**config.mk**
```make
export PLATFORM = sky130hd
export DESIGN_NAME = fft_input_loader
export DESIGN_NICKNAME = d
export VERILOG_FILES = /design/src/rtl/fft_input_loader.sv
export SDC_FILE = /design/constraint.sdc
export NUM_CORES = 1
export LEC_CHECK = 0
export CAP_MARGIN = 20
export CORE_MARGIN = 2
export CORE_UTILIZATION = 35
export CTS_CLUSTER_SIZE = 14
export DETAILED_ROUTE_END_ITERATION = 10
export PLACE_DENSITY = 0.69
export RECOVER_POWER = 50
export SETUP_SLACK_MARGIN = 0.15
export SLEW_MARGIN = 20
export SYNTH_ARGS = -nofsm -noshare
export SYNTH_HDL_FRONTEND = slang
export SYNTH_SLANG_ARGS = --single-unit
```
**constraint.sdc**
```tcl
create_clock -name clk -period 10 [get_ports clk]
set_input_delay 1 -clock clk [delete_from_list [all_inputs] [get_ports clk]]
set_output_delay 1 -clock clk [all_outputs]
set_load 0.01 [all_outputs]
```
**src/rtl/fft_input_loader.sv**
```systemverilog
// ---------------------------------------------------------------------------
// fft_input_loader
//
// Sequential front end of the 8-point FFT. Collects eight serial complex
// samples into a frame buffer, writing sample x[idx] into lane bitrev3(idx),
// and then presents the whole reordered frame as a parallel bus to the first
// butterfly rank. Data is never modified, only buffered and reordered.
//
// Ports
//   clk        rising-edge clock
//   rst        asynchronous, active-high reset
//   in_valid   upstream sample valid (in_r / in_i / in_first)
//   in_ready   loader accepts a sample this cycle (LOAD state, not in reset)
//   in_r/in_i  real / imaginary part of the sample, W = 2**N bits
//   in_first   marks x0 of a frame; mid-frame it restarts the frame
//   out_valid  full reordered frame present on out_r / out_i
//   out_ready  downstream consumes the frame
//   out_r/i    8 lanes of W bits, lane k at bits [k*W +: W] = x[bitrev3(k)]
//   sync_err   one-cycle pulse after a partial frame was discarded
// ---------------------------------------------------------------------------
module fft_input_loader #(
    parameter int N = 3
) (
    input  logic                clk,
    input  logic                rst,
    input  logic                in_valid,
    output logic                in_ready,
    input  logic [2**N-1:0]     in_r,
    input  logic [2**N-1:0]     in_i,
    input  logic                in_first,
    output logic                out_valid,
    input  logic                out_ready,
    output logic [8*2**N-1:0]   out_r,
    output logic [8*2**N-1:0]   out_i,
    output logic                sync_err
);

    localparam int W = 2**N;

    localparam logic [0:0] LOAD = 1'b0;
    localparam logic [0:0] FULL = 1'b1;

    logic [0:0]   state_reg;
    logic [0:0]   state_next;
    logic [2:0]   idx_reg;
    logic [2:0]   idx_next;
    logic         sync_err_reg;

    logic [W-1:0] lane_r_reg [8];
    logic [W-1:0] lane_i_reg [8];

    logic         accept;
    logic         resync;
    logic [2:0]   wr_lane;

    // in_ready depends only on the state register and reset, never on out_ready.
    assign in_ready  = (state_reg == LOAD) & ~rst;
    assign out_valid = (state_reg == FULL);
    assign sync_err  = sync_err_reg;

    assign accept  = in_valid & in_ready;
    // in_first on a non-zero index abandons the partial frame and restarts at x0.
    assign resync  = accept & in_first & (idx_reg != 3'd0);
    assign wr_lane = resync ? 3'd0 : {idx_reg[0], idx_reg[1], idx_reg[2]};

    always_comb begin
        state_next = state_reg;
        idx_next   = idx_reg;
        if (accept) begin
            if (resync) begin
                idx_next = 3'd1;
            end else begin
                idx_next = idx_reg + 3'd1;
                if (idx_reg == 3'd7) begin
                    state_next = FULL;
                end
            end
        end else if ((state_reg == FULL) && out_ready) begin
            state_next = LOAD;
        end
    end

    always_ff @(posedge clk or posedge rst) begin
        if (rst) begin
            state_reg    <= LOAD;
            idx_reg      <= 3'd0;
            sync_err_reg <= 1'b0;
        end else begin
            state_reg    <= state_next;
            idx_reg      <= idx_next;
            sync_err_reg <= resync;
        end
    end

    // Each lane register is written only when the current sample maps onto it.
    // The lane registers drive the output bus directly.
    generate
        for (genvar gi = 0; gi < 8; gi++) begin : g_lane
            always_ff @(posedge clk or posedge rst) begin
                if (rst) begin
                    lane_r_reg[gi] <= '0;
                    lane_i_reg[gi] <= '0;
                end else if (accept && (wr_lane == 3'(gi))) begin
                    lane_r_reg[gi] <= in_r;
                    lane_i_reg[gi] <= in_i;
                end
            end

            assign out_r[gi*W +: W] = lane_r_reg[gi];
            assign out_i[gi*W +: W] = lane_i_reg[gi];
        end
    endgenerate

endmodule

```
# Word-level counts from Yosys, hierarchy flattened
# Cells that the tools add are included.
# word_totals
ff_bits,133
# classes
eq_ne,10
n_reduce_logical,13
n_addsub,1
mux,6
bitwise_logic,6
# ops
cell,n
$eq A3 B3 Y1 const B,5
$logic_and A1 B1 Y1,9
$eq A3 B2 Y1 const B,2
$mux W3,2
$and A1 B1 Y1,4
$mux W1,4
$add A3 B1 Y3 const B,1
$eq A3 B1 Y1 const B,1
$logic_not A3 Y1,1
$reduce_and A3 Y1,1
$reduce_bool A3 Y1,1
$ne A2 B1 Y1 const B,1
$ne A2 B2 Y1 const B,1
$not A1 Y1,2
$reduce_bool A2 Y1,1

# Depth between registers and ports, before layout
# Gate-level depths: netlist of the first run.
# depth
depth_word,8
depth_mapped,8
depth_no_buf,6

# Worst setup path after synthesis of the first run
# OpenSTA, ideal clock, no wires.
# synth_timing
kind,in2reg
start,in rst
end,reg lane_i_reg (netlist bit out_i[40])
t_arrival_ns,2.437
setup_ns,0.125
stages,5
path_slack_ns,7.438
required_ns,9.875
path_cell_list,or3b_1 > clkbuf_1 > nor3_4 > buf_2 > mux2_2
# synth_via
elab_chain_cells,8
# synth_lines
item,line_no,rtl
start: declaration,25,"input logic rst,"
$not A1 Y1 (*),57,assign in_ready = (state_reg == LOAD) & ~rst;
$and A1 B1 Y1 (*),57,
$and A1 B1 Y1 (*),61,assign accept = in_valid & in_ready;
$and A1 B1 Y1 (2 in series),63,assign resync = accept & in_first & (idx_reg != 3'd0);
$mux W3,64,"assign wr_lane = resync ? 3'd0 : {idx_reg[0], idx_reg[1], idx_reg[2]};"
$eq A3 B3 Y1,103,end else if (accept && (wr_lane == 3'(gi))) begin
$logic_and A1 B1 Y1 (*),103,
end signal: indexed assignment,105,lane_i_reg[gi] <= in_i;
end: declaration,50,logic [W-1:0] lane_i_reg [8];
# Every way passes the cells marked *; elsewhere a longest branch is shown, timed or not.
# A chain may end at the register's enable or synchronous reset.

==> results.py, run 1 <==
metrics = {
    "critical_path": {
        "critical_path.cell_chain": "dlygate4sd3_1, clkinvlp_2, buf_4",
        "crit_buf_inv": 3,
        "crit_path_start_kind": "input pin",
        "crit_arrival_ps": 4140,
        "end_kind": "asynchronous set/reset pin",
        "max_stage_delay_ps": 1560,
        "cp.required_ps": 10420,
        "path_delay_family": "buffers and inverters",
        "critPathSlowestCell": "clkinvlp_2",
        "worst-path-max-fanout": 71,
        "path_class": "input pin to asynchronous set/reset pin",
    },
    "synth": {
        "netlist.area_leader.share": 0.654,
        "syn_avg_cell_area_sq_um": 16.6,
        "syn_inst": 306,
        "synth_area_leader_cell": "dfrtp_1",
        "synthTopCellsByArea": "dfrtp_1, mux2_2, mux2_4",
        "syn_area_sq_um": 5090,
        "synth_cell_types": 25,
        "ys_seq_area_frac": 0.654,
        "synth_seq_cells": 133,
        "yosys_warnings": 0,
        "synth_fp_nets": 330,
    },
    "timing": {
        "rsz0062_at_grt": "no",
        "min_period_ps": 3730,
        "drv_slew": 64,
        "post-route-period-util": 0.373,
        "worstMarginPinSlew_ps": 2760,
        "finalSetupTns_ps": 0,
        "slew_headroom": -0.847,
        "hold_viol_final": 0,
        "setup_viol": 0,
        "fmax_mhz": 268,
        "fin_skew_ps": 4.17,
    },
    "global_routing": {
        "first_global_vias": 3326,
        "grt_start_max_net_pins": 72,
        "gr-total-overflow": 0,
        "grt_pass1_wl_mm": 19.3,
        "antenna_found_initial": 0,
        "grt_util_all_layers": 0.163,
    },
    "flow_run": {
        "drv_cap": 1,
    },
    "power_and_ir_drop": {
        "power_frac_seq": 0.379,
        "swShare": 0.277,
        "design_power_total_mw": 2.29,
        "internal_power_mw": 1.66,
        "power.leakage_nw": 3.65,
        "ir_drop_mv": 0.179,
        "power.density_nw_per_um2": 308,
        "p_clk_frac": 0.292,
        "power.switching_uw": 636,
        "p_comb_frac": 0.330,
    },
    "cts": {
        "cts-resized-gates": 0,
        "post_cts_buffers": 0,
        "htreeDepth": 4,
        "root_buffer": "clkbuf_16",
        "ctsHoldBuffers": 0,
        "path_clk_slew_ps": 60,
        "cts_max_path_buffers": 2,
        "cts_tree": "done",
        "cts_buffers": 17,
        "clock_sinks": 133,
        "clock_latency_ps": 400,
    },
    "outcome": {
        "violations": "capacitance limit, slew limit",
        "status": "complete, but fails checks",
    },
    "drt": {
        "drc_errors": 0,
        "wl_per_cell_um": 18.1,
        "drtAntennaViolNets": 0,
        "vias_per_cell": 4.78,
        "drt_first_pass_iters": 4,
        "vias": 3172,
        "routed_wl_mm": 12.0,
        "drt_iter0_drc": 195,
    },
    "finish": {
        "drive_gt1_frac": 0.348,
        "final_cell_area_sq_um": 7440,
        "antennaDiodeCount": 0,
        "regArea_sq_um": 3330,
        "nets": 491,
        "nFillCells": 1196,
        "syn_to_final_growth_pct": 46.3,
        "multi_input_area_sq_um": 1690,
    },
    "floorplan": {
        "die-area_sq_um": 15500,
        "core.rowCount": 44,
        "io_pins": 152,
        "die_y_um": 125,
        "core_area_sq_um": 14400,
        "initial_core_util": 0.354,
        "die_w_um": 125,
    },
    "placed_design": {
        "dpl.hpwl_mm": 8.23,
        "port_buffers": 151,
        "place_congestion": 0.699,
        "postPlaceCellArea_sq_um": 6790,
    },
    "worst_hold_path": {
        "worstHoldPathType": "flip-flop to flip-flop",
    },
}
-- placed cells by master (no fill, tap or decap), types with 2 or more instances in the layout --
| cell type | netlist | routed |
|---|---|---|
| ha_1 | 3 | 3 |
| clkbuf_16 | 0 | 17 |
| mux2_2 | 118 | 118 |
| clkinv_4 | 0 | 2 |
| dlygate4sd3_1 | 0 | 131 |
| clkinv_2 | 0 | 2 |
| clkinvlp_4 | 0 | 2 |
| nor3b_1 | 1 | 2 |
| dfrtp_1 | 133 | 133 |
| nand2_1 | 3 | 3 |
| inv_1 | 5 | 4 |
| clkdlybuf4s50_1 | 0 | 20 |
| nor2_1 | 5 | 4 |
| mux2_4 | 10 | 10 |
| clkbuf_8 | 0 | 4 |
| a22o_1 | 3 | 3 |
| bufinv_16 | 0 | 4 |
| buf_4 | 0 | 2 |
-- synthesized netlist by cell type (all sizes together) --
library cell,n
ha,3
or4,1
nand2,3
and2,1
inv,5
mux2,128
or3b,1
nor2b,1
or3,1
a21oi,2
clkbuf,3
nor3b,2
nor3,2
a22o,3
nand3b,1
dfrtp,133
nand3,2
nor2,5
o21ai,1
buf,8
-- routing by layer --
metal	global-route usage	vias up	routed length, um	part of all wire
met5	0	-	0	0
met4	0.0529	0	152	0.013
met3	0.0662	15	869	0.072
met2	0.241	102	5730	0.48
met1	0.218	1644	5290	0.44
li1	-	1411	-	-
-- cell type report --
| class | instances | area share |
|---|---|---|
| Multi-Input combinational cell | 157 | 0.227 |
| Sequential cell | 133 | 0.447 |
| Tap cell | 184 | 0.0309 |
| Clock buffer | 21 | 0.0645 |
| Timing Repair Buffer | 153 | 0.205 |
| Clock inverter | 11 | 0.0230 |
| Inverter | 5 | 0.00269 |
-- per-stage QoR --
step / setup slack [ps] / hold WS, ps / utilization / std cells
6_report: 6270 / 496 / 0.518 / 664
5_1_grt: 5640 / 510 / 0.518 / 664
4_1_cts: 6810 / 505 / 0.518 / 664
3_5_place_dp: 6420 / 492 / 0.473 / 632
3_3_place_gp: 6520 / 489 / 0.473 / 632
2_1_floorplan: 5450 / 530 / - / 306
-- power groups by stage --
stage / logic (mW) / registers (mW) / clock network, mW
6_report: 0.756 / 0.869 / 0.669
5_1_grt: 0.804 / 0.902 / 0.712
4_1_cts: 0.847 / 0.881 / 0.687
3_5_place_dp: 0.843 / 0.887 / 0
3_3_place_gp: 0.830 / 0.879 / 0
2_1_floorplan: 0.248 / 0.967 / 0
-- final timing paths --
| kind | start | end | slack, ps | depth (start not counted) |
|---|---|---|---|---|
| worst max-delay path | rst | out_r[1] | 6270 | 3 |
| worst min-delay path | out_r[63] | out_r[63] | 500 | 1 |
| worst max register to register | out_valid | out_i[18] | 7270 | 4 |
| worst min register to register | out_r[63] | out_r[63] | 500 | 1 |
| max in group clk | rst | out_i[18] | 6480 | 5 |
| min in group asynchronous | rst | idx_reg[1] | 1890 | 2 |
-- cells by family (layout without fill, tap and decap cells) --
family,Yosys count,count (layout),synth area share
flip-flops,133,133,0.654
multiplexers,128,128,0.291
adder cells (fa/ha/maj),3,3,0.00738
buffers and inverters,16,190,0.0150
AND/OR/NAND/NOR,20,20,0.0243
AO/OA/AOI/OAI,6,6,0.00885
No activity file was read; power rests on OpenSTA's default activity.
==> inputs of run 2 (changes only) <==
--- a/config.mk
+++ b/config.mk
@@ -10,7 +10,7 @@
 export CORE_UTILIZATION = 35
 export CTS_CLUSTER_SIZE = 14
 export DETAILED_ROUTE_END_ITERATION = 10
-export PLACE_DENSITY = 0.69
+export PLACE_DENSITY = 0.72
 export RECOVER_POWER = 50
 export SETUP_SLACK_MARGIN = 0.15
 export SLEW_MARGIN = 20
==> constraint.sdc (replaced) <==
create_clock -name clk -period 3.3 [get_ports clk]
set_input_delay 0.33 -clock clk [delete_from_list [all_inputs] [get_ports clk]]
set_output_delay 0.33 -clock clk [all_outputs]
set_load 0.01 [all_outputs]
==> results.py, run 2 (same netlist as run 1, synthesis figures left out) <==
metrics = {
    "cts": {
        "cts-resized-gates": 0,
        "path_clk_slew_ps": 50,
        "cts_buffers": 17,
        "post_cts_buffers": 0,
        "clock_latency_ps": 400,
        "cts_tree": "done",
        "root_buffer": "clkbuf_16",
        "htreeDepth": 4,
        "ctsHoldBuffers": 0,
        "cts_max_path_buffers": 2,
        "clock_sinks": 133,
    },
    "floorplan": {
        "core_area_sq_um": 14400,
        "die_y_um": 125,
        "core.rowCount": 44,
        "die_w_um": 125,
        "initial_core_util": 0.354,
        "die-area_sq_um": 15500,
        "io_pins": 152,
    },
    "global_routing": {
        "grt_util_all_layers": 0.168,
        "first_global_vias": 3435,
        "grt_start_max_net_pins": 76,
        "grt_pass1_wl_mm": 20.1,
        "gr-total-overflow": 0,
        "antenna_found_initial": 0,
    },
    "critical_path": {
        "crit_path_start_kind": "input pin",
        "critical_path.cell_chain": "dlygate4sd3_1, or3b_1, nor2_1, nand2_1, mux2_2",
        "path_class": "input pin to flip-flop",
        "timing.reg2reg.setup_slack_ps": 1050,
        "crit_arrival_ps": 2610,
        "cp.required_ps": 3590,
        "end_kind": "flip-flop",
        "worst-path-max-fanout": 16,
        "max_stage_delay_ps": 600,
        "critPathSlowestCell": "dlygate4sd3_1",
    },
    "timing": {
        "fin_skew_ps": 3.34,
        "setup_viol": 0,
        "post-route-period-util": 0.704,
        "rsz0062_at_grt": "no",
        "drv_slew": 0,
        "slew_headroom": 0.359,
        "finalSetupTns_ps": 0,
        "fmax_mhz": 430,
        "worstMarginPinSlew_ps": 962,
        "min_period_ps": 2320,
        "hold_viol_final": 0,
    },
    "placed_design": {
        "dpl.hpwl_mm": 8.59,
        "place_congestion": 0.693,
        "port_buffers": 151,
        "dp.cells": 640,
    },
    "drt": {
        "routed_wl_mm": 12.4,
        "drt_iter0_drc": 112,
        "drc_errors": 0,
        "vias": 3219,
        "wl_per_cell_um": 18.5,
        "vias_per_cell": 4.80,
        "drtAntennaViolNets": 0,
        "drt_first_pass_iters": 4,
    },
    "power_and_ir_drop": {
        "ir_drop_mv": 0.456,
        "design_power_total_mw": 6.76,
        "power.leakage_nw": 3.51,
        "power.density_nw_per_um2": 916,
    },
    "finish": {
        "regArea_sq_um": 3330,
        "antennaDiodeCount": 0,
        "fin_cells": 670,
        "nets": 499,
        "nFillCells": 1217,
        "final_common_cell": "dfrtp_1",
        "syn_to_final_growth_pct": 45.0,
        "drive_gt1_frac": 0.342,
        "layout_common_cells": "dfrtp_1, mux2_2, clkdlybuf4s50_1",
        "multi_input_area_sq_um": 1690,
    },
    "outcome": {
        "status": "complete, no violations",
    },
    "flow_run": {
        "drv_cap": 0,
    },
    "worst_hold_path": {
        "worstHoldPathType": "flip-flop to flip-flop",
    },
}
-- run 2: changes by cell type in the layout (fill, tap and decap cells not counted), sizes merged, moves of 3 or more --
cell and delta:
dlygate4sd3 -66, clkbuf +5, bufinv -3, buf +7, clkdlybuf4s50 +66
-- run 2: final cells by class --
class / instances / share of cell area
inverters: 5 / 0.00271
well taps: 184 / 0.0312
clock inverters: 5 / 0.00712
clock buffers: 25 / 0.0631
multi-input cells: 157 / 0.229
flip-flops and latches: 133 / 0.451
repair buffers: 161 / 0.216
-- run 2: final timing paths --
kind                            start   endpoint  depth (start not counted)
max                               rst  out_r[35]                          5
min                         out_i[35]  out_i[35]                          1
max reg2reg                idx_reg[1]  out_i[48]                          7
min reg2reg                 out_i[35]  out_i[35]                          1
max in group asynchronous         rst  out_i[14]                          3
min in group asynchronous         rst  out_r[14]                          2
-- run 2: metrics by stage --
stage | hold slack (ps) | setup WS (ps) | instance area, sq um | utilization
global placement | 487 | 666 | 6870 | 0.478
CTS | 376 | 1010 | 7390 | 0.514
detailed placement | 491 | 585 | 6870 | 0.478
floorplan | 479 | 1310 | 5090 | -
finish | 494 | 975 | 7380 | 0.514
global route | 508 | 875 | 7380 | 0.514
-- run 2: metal layers --
layer  track usage  vias up  routed length, um
met5             0        -                  0
met4        0.0502        0                 93
met1         0.221     1667               5560
met2         0.261      105               5930
met3        0.0640        7                821
li1              -     1440                  -
-- run 2: worst max-delay path, delay by kind of cell --
| family | cells | cell delay, ps |
|---|---|---|
| multiplexers | 1 | 470 |
| buffers and inverters | 1 | 600 |
| AND/OR/NAND/NOR | 3 | 1210 |
-- run 2: report_power, final --
| part | leakage [nW] | switching [mW] | internal [mW] |
|---|---|---|---|
| sequential | 1.72 | 0.362 | 2.29 |
| clock | 0.251 | 0.623 | 1.04 |
| combinational | 1.54 | 0.920 | 1.53 |
==> inputs of run 3 (changes only) <==
==> constraint.sdc (replaced) <==
create_clock -name clk -period 2.02 [get_ports clk]
set_input_delay 0.202 -clock clk [delete_from_list [all_inputs] [get_ports clk]]
set_output_delay 0.202 -clock clk [all_outputs]
set_load 0.01 [all_outputs]
==> results.py, run 3 (same netlist as run 1, synthesis figures left out) <==
metrics = {
    "global_routing": {
        "grt_pass1_wl_mm": 20.6,
        "first_global_vias": 3597,
        "antenna_found_initial": 0,
        "grt_util_all_layers": 0.174,
        "grt_start_max_net_pins": 75,
        "gr-total-overflow": 0,
    },
    "critical_path": {
        "critPathCapture": "out_i[21]",
        "crit_start": "out_valid",
        "timing.reg2reg.setup_slack_ps": 210,
        "crit_arrival_ps": 2100,
        "cp.required_ps": 2310,
        "r2r-start": "out_valid",
        "r2r_cells": 5,
        "path_class": "flip-flop to flip-flop",
        "worst-path-max-fanout": 10,
        "end_kind": "flip-flop",
        "crit_path_start_kind": "flip-flop",
        "r2r-end": "out_i[21]",
    },
    "floorplan": {
        "initial_core_util": 0.354,
        "core.rowCount": 44,
        "core_area_sq_um": 14400,
        "io_pins": 152,
        "die_y_um": 125,
        "die-area_sq_um": 15500,
        "die_w_um": 125,
    },
    "finish": {
        "drive_gt1_frac": 0.373,
        "nets": 512,
        "syn_to_final_growth_pct": 49.1,
        "multi_input_area_sq_um": 1700,
        "nFillCells": 1159,
        "regArea_sq_um": 3330,
        "final_common_cell": "dfrtp_1",
        "antennaDiodeCount": 0,
        "layout_common_cells": "dfrtp_1, mux2_2, clkdlybuf4s50_1",
    },
    "drt": {
        "drtAntennaViolNets": 0,
        "routed_wl_mm": 12.8,
        "drc_errors": 0,
        "vias": 3289,
        "drt_first_pass_iters": 4,
        "vias_per_cell": 4.80,
        "wl_per_cell_um": 18.7,
        "drt_iter0_drc": 132,
    },
    "cts": {
        "cts_max_path_buffers": 2,
        "cts_tree": "done",
        "post_cts_buffers": 0,
        "cts_buffers": 17,
        "clock_sinks": 133,
        "root_buffer": "clkbuf_16",
        "htreeDepth": 4,
        "path_clk_slew_ps": 50,
        "ctsHoldBuffers": 0,
        "clock_latency_ps": 410,
    },
    "flow_run": {
        "drv_cap": 0,
    },
    "timing": {
        "hold_slack_ps": 425,
        "setup_ws_ps": 212,
        "rsz0062_at_grt": "yes",
        "worstMarginPinSlew_ps": 1270,
        "min_period_ps": 1810,
        "post-route-period-util": 0.895,
        "setup_viol": 0,
        "finalSetupTns_ps": 0,
        "fmax_mhz": 553,
        "drv_slew": 0,
        "fin_skew_ps": 7.59,
        "hold_viol_final": 0,
        "slew_headroom": 0.156,
    },
    "placed_design": {
        "place_congestion": 0.774,
        "dp_worst_setup_slack_ps": -84.8,
        "port_buffers": 151,
        "dpl.hpwl_mm": 9.03,
    },
    "power_and_ir_drop": {
        "ir_drop_mv": 0.688,
        "power.density_nw_per_um2": 1490,
        "power.leakage_nw": 3.57,
        "design_power_total_mw": 11.3,
    },
    "outcome": {
        "status": "complete, no violations",
    },
    "worst_hold_path": {
        "worstHoldPathType": "input pin to flip-flop",
    },
}
[run 3: cell types whose count changed in the layout (fill, tap and decap cells not counted), sizes merged]
cell	before	now
clkdlybuf4s50	86	90
dlygate4sd3	65	61
clkinvlp	2	6
clkbuf	26	23
clkinv	3	5
inv	4	5
buf	9	20
[run 3: report_power, final]
group	internal [mW]	total (mW)	switching, mW
Sequential	3.73	4.34	0.602
Combinational	2.56	4.10	1.54
Clock	1.75	2.88	1.13
[run 3: what timing repair did]
item	CTS	global route
pin swaps	0	1
cloned	0	0
endpoints found under the hold margin	0	0
gates resized for setup	1	1
setup endpoints to repair	9	23
[run 3: cell type report]
class                           count  share of cell area
Tap cell                          184              0.0303
Clock buffer                       20              0.0602
Clock inverter                     12              0.0138
Timing Repair Buffer              174               0.230
Inverter                            5             0.00297
Sequential cell                   133               0.438
Multi-Input combinational cell    157               0.224
[run 3: per-layer routing]
layer | GRT usage | vias up | routed length [um] | part of all wire
li1 | - | 1459 | - | -
met1 | 0.213 | 1708 | 5370 | 0.42
met2 | 0.287 | 105 | 6510 | 0.51
met3 | 0.0653 | 17 | 801 | 0.062
met4 | 0.0516 | 0 | 138 | 0.011
met5 | 0 | - | 0 | 0
[run 3: critical path, stage by stage, from the launching register on]
cell	delay, ps
dfrtp_1	420
nor3b_2	230
nand2_1	120
or4_4	460
buf_12	170
mux2_4	300
[run 3: how the worst min path moves through the flow]
stage	slack, ps	depth (start not counted)	endpoint	start
2_1_floorplan	350	1	out_i[16]	in_i[0]
3_3_place_gp	490	1	out_r[15]	out_r[15]
3_5_place_dp	490	1	out_r[39]	out_r[39]
4_1_cts	400	4	out_r[11]	rst
5_1_grt	430	3	out_valid	out_ready
6_report	420	3	out_valid	out_ready
[run 3: through the flow]
stage,std cells,cell area [sq um],util
CTS,685,7640,0.532
floorplan,306,5140,-
detailed placement,653,7070,0.492
finish,685,7590,0.528
global placement,653,7070,0.492
global route,685,7590,0.528
